[src/rtl/instr_fetch_pkg.sv]
// Shared processor definitions: fetch-stage state encoding and reset vector.
// The decode stage uses this package too.
package instr_fetch_pkg;

    typedef enum logic [1:0] {
        S_REQ  = 2'd0,
        S_HOLD = 2'd1,
        S_DROP = 2'd2
    } fetch_state_t;

    localparam logic [31:0] DEFAULT_RESET_PC = 32'h0000_0000;

    // Word-address increment; wraps modulo 2^32 by construction.
    function automatic logic [31:0] word_inc(input logic [31:0] addr);
        return addr + 32'd1;
    endfunction

endpackage

[src/rtl/instr_fetch.sv]
// Instruction fetch stage: one outstanding memory request, a single Instruction
// Register toward decode, and redirect handling that can discard in-flight data.
module instr_fetch
    import instr_fetch_pkg::*;
#(
    parameter logic [31:0] RESET_PC = DEFAULT_RESET_PC
) (
    input  logic        clk,
    input  logic        rst,
    output logic        imem_req,
    output logic [31:0] imem_addr,
    input  logic        imem_ack,
    input  logic [31:0] imem_rdata,
    output logic [31:0] ir,
    output logic [31:0] ir_pc,
    output logic        ir_valid,
    input  logic        ir_ready,
    input  logic        redirect_valid,
    input  logic [31:0] redirect_pc,
    output logic [31:0] instr_count
);

    fetch_state_t state, state_d;
    logic [31:0]  pc, pc_d;
    logic [31:0]  addr_q, addr_d;
    logic         load_ir;
    logic         deliver;

    always_ff @(posedge clk or posedge rst) begin
        if (rst) state <= S_REQ;
        else     state <= state_d;
    end

    always_comb begin
        state_d  = state;
        pc_d     = pc;
        addr_d   = addr_q;
        load_ir  = 1'b0;
        deliver  = 1'b0;
        imem_req = 1'b1;
        ir_valid = 1'b0;
        case (state)
            S_REQ: begin
                if (imem_ack && redirect_valid) begin
                    addr_d = redirect_pc;
                    pc_d   = redirect_pc;
                end else if (imem_ack) begin
                    load_ir = 1'b1;
                    pc_d    = word_inc(addr_q);
                    state_d = S_HOLD;
                end else if (redirect_valid) begin
                    // The memory still owes an ack for addr_q; keep the request up and drop it later.
                    pc_d    = redirect_pc;
                    state_d = S_DROP;
                end
            end
            S_HOLD: begin
                imem_req = 1'b0;
                ir_valid = 1'b1;
                deliver  = ir_ready;
                if (redirect_valid) begin
                    addr_d  = redirect_pc;
                    pc_d    = redirect_pc;
                    state_d = S_REQ;
                end else if (ir_ready) begin
                    addr_d  = pc;
                    state_d = S_REQ;
                end
            end
            S_DROP: begin
                if (redirect_valid) pc_d = redirect_pc;
                if (imem_ack) begin
                    addr_d  = redirect_valid ? redirect_pc : pc;
                    state_d = S_REQ;
                end
            end
            default: state_d = S_REQ;
        endcase
    end

    always_ff @(posedge clk or posedge rst) begin
        if (rst) begin
            pc          <= RESET_PC;
            addr_q      <= RESET_PC;
            ir          <= 32'h0;
            ir_pc       <= 32'h0;
            instr_count <= 32'h0;
        end else begin
            pc     <= pc_d;
            addr_q <= addr_d;
            if (load_ir) begin
                ir    <= imem_rdata;
                ir_pc <= addr_q;
            end
            if (deliver) instr_count <= instr_count + 32'd1;
        end
    end

    assign imem_addr = addr_q;

endmodule

[config.mk]
export PLATFORM = sky130hd
export DESIGN_NAME = instr_fetch
export DESIGN_NICKNAME = d
export VERILOG_FILES = /design/src/rtl/instr_fetch_pkg.sv /design/src/rtl/instr_fetch.sv
export SDC_FILE = /design/constraint.sdc
export NUM_CORES = 1
export LEC_CHECK = 0
export ABC_AREA = 1
export ABC_CLOCK_PERIOD_IN_PS = 5950
export CAP_MARGIN = 10
export CORE_ASPECT_RATIO = 2
export CORE_MARGIN = 8
export CORE_UTILIZATION = 45
export DETAILED_ROUTE_END_ITERATION = 12
export GPL_TIMING_DRIVEN = 1
export PLACE_DENSITY = 0.73
export SETUP_SLACK_MARGIN = 0.3
export SYNTH_ARGS = -nofsm -noshare
export SYNTH_HDL_FRONTEND = slang
export SYNTH_SLANG_ARGS = --single-unit
[constraint.sdc]
create_clock -name clk -period 5.95 [get_ports clk]
set_input_delay 1.19 -clock clk [delete_from_list [all_inputs] [get_ports clk]]
set_output_delay 1.19 -clock clk [all_outputs]
set_load 0.02 [all_outputs]
# [Word-level counts from Yosys, hierarchy flattened]
# Cells that the tools add are included.
[word_totals] reg_bits=162 latchBits=0 ram_bits=0 mem_bits_ro=0 inputBits=69 output_inout_bits=130 word_cells=44 n_memories=0
[op_classes] n_addsub=2 mul=0 div_mod_pow=0 magnitude_cmp=0 eq_ne=7 n_shift=0 mux=22 bitwise=0 reduce_logical=7
[ops] operator="$mux 32" count=7
[ops] operator="$pmux 32 s3" count=1
[ops] operator="$add 32x1->32 const B" count=2
[ops] operator="$pmux 32 s2" count=1
[ops] operator="$mux 2" count=6
[ops] operator="$reduce_and 4->1" count=2
[ops] operator="$mux 1" count=6
[ops] operator="$ne 2x2->1 const B" count=3
[ops] operator="$ne 3x3->1 const B" count=2
[ops] operator="$pmux 2 s3" count=1
[ops] operator="$reduce_bool 3->1" count=1
[ops] operator="$eq 2x1->1 const B" count=1
[ops] operator="$eq 2x2->1 const B" count=1
[ops] operator="$logic_not 2->1" count=1
[ops] operator="$reduce_bool 2->1" count=1
[ops] operator="$reduce_or 2->1" count=1
[ops] operator="$logic_and 1x1->1" count=1

# [Depth between registers and ports, before layout]
[depth] depth_word=4 depth_mapped=12 depth_no_buf=12

# [Worst setup path before layout]
# OpenSTA, ideal clock, no wires.
[synth_path] kind="input -> register" start="input port imem_ack" end="register ir[0]" setup_time_ps=125 arrival_ps=2210 required_ps=5825 path_slack_ps=3616 stages=7 n_path_buf=3 path_cell_list="buf_4 nand2_4 inv_2 nand2_1 buf_2 buf_6 mux2_2"
[synth_between] elab_chain_len=3 word_cells_on_any_way=4 classes_between="mux (3); reduce/logical (1)"
[synth_lines] item="from (decl)" line_no="instr_fetch.sv:12" rtl="input logic imem_ack,"
[synth_lines] item="$mux 1 / $logic_and 1x1->1 (equally long branches)" line_no="instr_fetch.sv:47, instr_fetch.sv:44"
[synth_lines] item="$mux 1 (*)" line_no="instr_fetch.sv:44" rtl="if (imem_ack && redirect_valid) begin"
[synth_lines] item="$mux 1 (*)" line_no="instr_fetch.sv:42" rtl="case (state)"
[synth_lines] item="to (signal assigned)" line_no="instr_fetch.sv:92" rtl="ir <= imem_rdata;"
[synth_lines] item="to (decl)" line_no="instr_fetch.sv:14" rtl="output logic [31:0] ir,"
# Every way passes the cells marked *; elsewhere a longest branch is shown, timed or not.
# A chain may end at the register's enable or synchronous reset.

# [Worst setup path in the final report]
[layout_path] start="input port imem_ack" end="register ir[8]"
# Same word-level chain as after synthesis.

==> results by group <==
Drt
  • DR vias/cell: 5.159
  • Vias: just under 8000
  • 1st-pass router iterations: 5
  • Final ANT Viol Nets: 0
  • Remaining routing DRC violations: 0
  • Initial DRC count: around 450
  • Routed WL per cell: approximately 17 microns
  • Drt total wl: roughly 26000 microns

Clock network
  • Clk sink count: 162
  • CTS clk-pin slew, worst paths: around 0.06 ns
  • Post-CTS resize count: 0
  • Clock root cell: clkbuf_16
  • Max clock buf depth: 2
  • Post-CTS Hold Buffers: 0
  • Clk Latency, worst-skew pair: around 0.42 ns
  • Post-CTS setup repair buffer count: 0
  • Cts bufs inserted: 17
  • CTS tree: built
  • H-Tree Level Count: 4

Critical path
  • Critical Path AT: about 3.8 ns
  • Critical-path cell list: clkdlybuf4s50_1 -> nand2_4 -> inv_2 -> nand2_4 -> mux2_1
  • Reg-to-Reg Start: state[0]
  • Slowest Stage Delay on Critical Path: approximately 0.85 ns
  • Cell mode on critical path: nand2_4
  • CP Data Required Time: between 6 and 7 ns
  • Crit path max fanout: 92
  • Worst Setup SP: imem_ack
  • Critical path startpoint category: input pin
  • Crit path capture type: register
  • Crit-path slowest cell: clkdlybuf4s50_1
  • WS Path Type: input pin to register

Run status
  • Outcome: finished clean

Logic synthesis
  • Post-synthesis sequential area ratio: 0.4726
  • Top_reg_cell synth: dfrtp_1
  • Mapped Cells: about 1100
  • Number of synthesized flops with an enable pin: 0
  • Syn_area_per_cell: 8.122 sq um
  • Largest cells by area after synthesis: dfrtp_1 47%, nand2_1 12%, inv_1 4.7%, o21ai_0 4.6%, nor2_1 4.5%
  • Synth warn: 0
  • Cell taking the most area after synthesis: dfrtp_1
  • Post-synth top area share: 0.4726
  • Cell variety after synth: 37
  • Syn nets: 1131
  • Yosys reg bits: between 150 and 200
  • Async set-reset flop share out of synthesis: 1.000
  • Mapped cell area: around 8600 sq um

Timing
  • Max transition margin: 0.3405
  • Setup TNS Final: 0 ns
  • Final Cycle Share: 0.5855
  • Final setup viols: 0
  • Max Clk Rate: 287.1 MHz
  • Clk_skew: approximately 0.013 ns
  • Final Max Slew Viols: 0
  • Minimum clock period: 3.484 ns
  • Final Hold Viols: 0
  • RSZ-0062 raised after global routing: false
  • Worst Tran Pin Value: around 1 ns

Placement
  • DP Wirelength: 19570 microns
  • Final GP Congestion: slightly above 0.9
  • Placed inst area: between 10000 and 15000 sq um
  • I/O Buffers: 198

Die
  • Die area: about 24000 sq um
  • Chip height: 211.2 microns
  • Initial Utilization: 0.4576
  • Die width: 113.6 microns
  • I/O Pins: just under 200
  • Rows: 71
  • Core Area: ~19000 sq um

Power
  • PwrDens: 499.1 nW/um^2
  • Leakage: ~5.3 nW
  • Max VDD drop: slightly below 400 uV

Cells and area
  • Area grow syn2layout: 32.49%
  • NumNets Final: about 1300
  • Layout fillers: between 1500 and 2000
  • Share of layout cells above drive strength 1: 0.08387
  • Number of diodes: 0
  • Post-route cell area: around 11000 sq um

Flow run
  • Max-Cap Viols: 0

Global routing
  • Vias in the first global route: 7748
  • Grt total ovfl: 0
  • Overall Global Routing Usage: 0.2159
  • Initial antenna violation count: 0
  • First-pass GRT wire length: about 40000 microns
  • Largest net degree at the start of global routing: 93

Worst hold path
  • Worst min-delay path class: register to register
  • Worst Min Path Start: ir_pc[11]
cells in the mapped netlist, types with 2 or more instances:
library cell / instances
buf_2: 11
a22oi_1: 4
a21oi_1: 61
nor3_1: 9
nor2_2: 7
o22ai_1: 8
nand2_1: 280
nand3_1: 41
mux2i_1: 15
xnor2_1: 12
nand2_4: 3
o221ai_1: 2
o31ai_1: 3
nand4_1: 7
buf_4: 3
a31oi_1: 16
o21ai_1: 2
inv_1: 107
dfrtp_1: 162
ha_1: 6
nand2_2: 8
mux2_1: 5
clkbuf_1: 22
buf_6: 3
inv_2: 6
o21ai_0: 79
nor2_1: 102
nor2_4: 8
mux2_2: 32
xor2_1: 25
cell usage in the layout, fill, tap and decap left out, types with 12 or more instances in the layout:
cell type,netlist,routed
nand3_1,41,41
a21oi_1,61,61
nor2_1,102,102
o21ai_0,79,79
mux2i_1,15,15
dfrtp_1,162,162
mux2_2,32,32
xnor2_1,12,12
nand2_1,280,279
clkdlybuf4s50_1,0,198
a31oi_1,16,16
xor2_1,25,25
inv_1,107,106
clkbuf_16,0,17
layout make-up:
class                   count  area [sq um]  area share
flip-flops and latches    162          4054      0.3567
clock inverters            10         157.7     0.01387
clock buffers              21         460.4     0.04052
well taps                 255         319.1     0.02808
repair buffers            205          2034      0.1790
multi-input cells         740          3905      0.3436
inverters                 114         432.9     0.03810
per-layer routing:
metal  global-route usage  wire [microns]
met1               0.2182            9053
met3              0.03465            1426
met5                    0               0
met2               0.4092           14100
met4               0.1138            1158
worst max-delay path: cells and delay by family:
family / cells / cell delay [ns]
buffers and inverters: 2 / 1.19
multiplexers: 1 / 0.55
AND/OR/NAND/NOR: 2 / 0.77
power breakdown:
group	internal [mW]	switching, mW
logic	1.09	1.48
registers	1.54	0.395
clock network	0.721	0.441
path summary, 6_finish.rpt:
| path | to | slack (ns) | cells past startpoint |
|---|---|---|---|
| max | ir[8] | 2.47 | 5 |
| min | ir_pc[11] | 0.48 | 2 |
| max reg2reg | pc[8] | 3.17 | 7 |
| min reg2reg | ir_pc[11] | 0.48 | 2 |
| max in group asynchronous | imem_addr[7] | 3.57 | 3 |
| min in group asynchronous | ir[13] | 1.32 | 2 |
logic make-up (layout without fill, tap and decap cells):
family,Yosys count,in the layout,synth area share
XOR/XNOR,37,37,0.03778
AND/OR/NAND/NOR,468,468,0.2315
adder cells (fa/ha/maj),6,6,0.008753
AO/OA/AOI/OAI,177,177,0.1103
multiplexers,52,52,0.06608
flip-flops,162,162,0.4726
buffers and inverters,154,350,0.07294
flip-flops by register name, summed over array words and instances, names as in the netlist:
signal       flops
pc              32
instr_count     32
ir              32
imem_addr       32
state            2
ir_pc           32
per-stage QoR:
| stage | hold slack, ns | setup WS [ns] | power [mW] | utilization | instances |
|---|---|---|---|---|---|
| 4_1_cts | 0.4883 | 2.480 | 5.714 | 0.6062 | 1507 |
| 6_report | 0.4800 | 2.466 | 5.671 | 0.6062 | 1507 |
| 5_1_grt | 0.5062 | 2.306 | 6.020 | 0.6062 | 1507 |
| 3_5_place_dp | 0.4734 | 2.021 | 4.533 | 0.5733 | 1476 |
| 3_3_place_gp | 0.4638 | 2.080 | 4.481 | 0.5733 | 1476 |
| 2_1_floorplan | 0.4702 | 0.3834 | 3.397 | - | 1056 |
No activity file was read; power rests on OpenSTA's default activity.
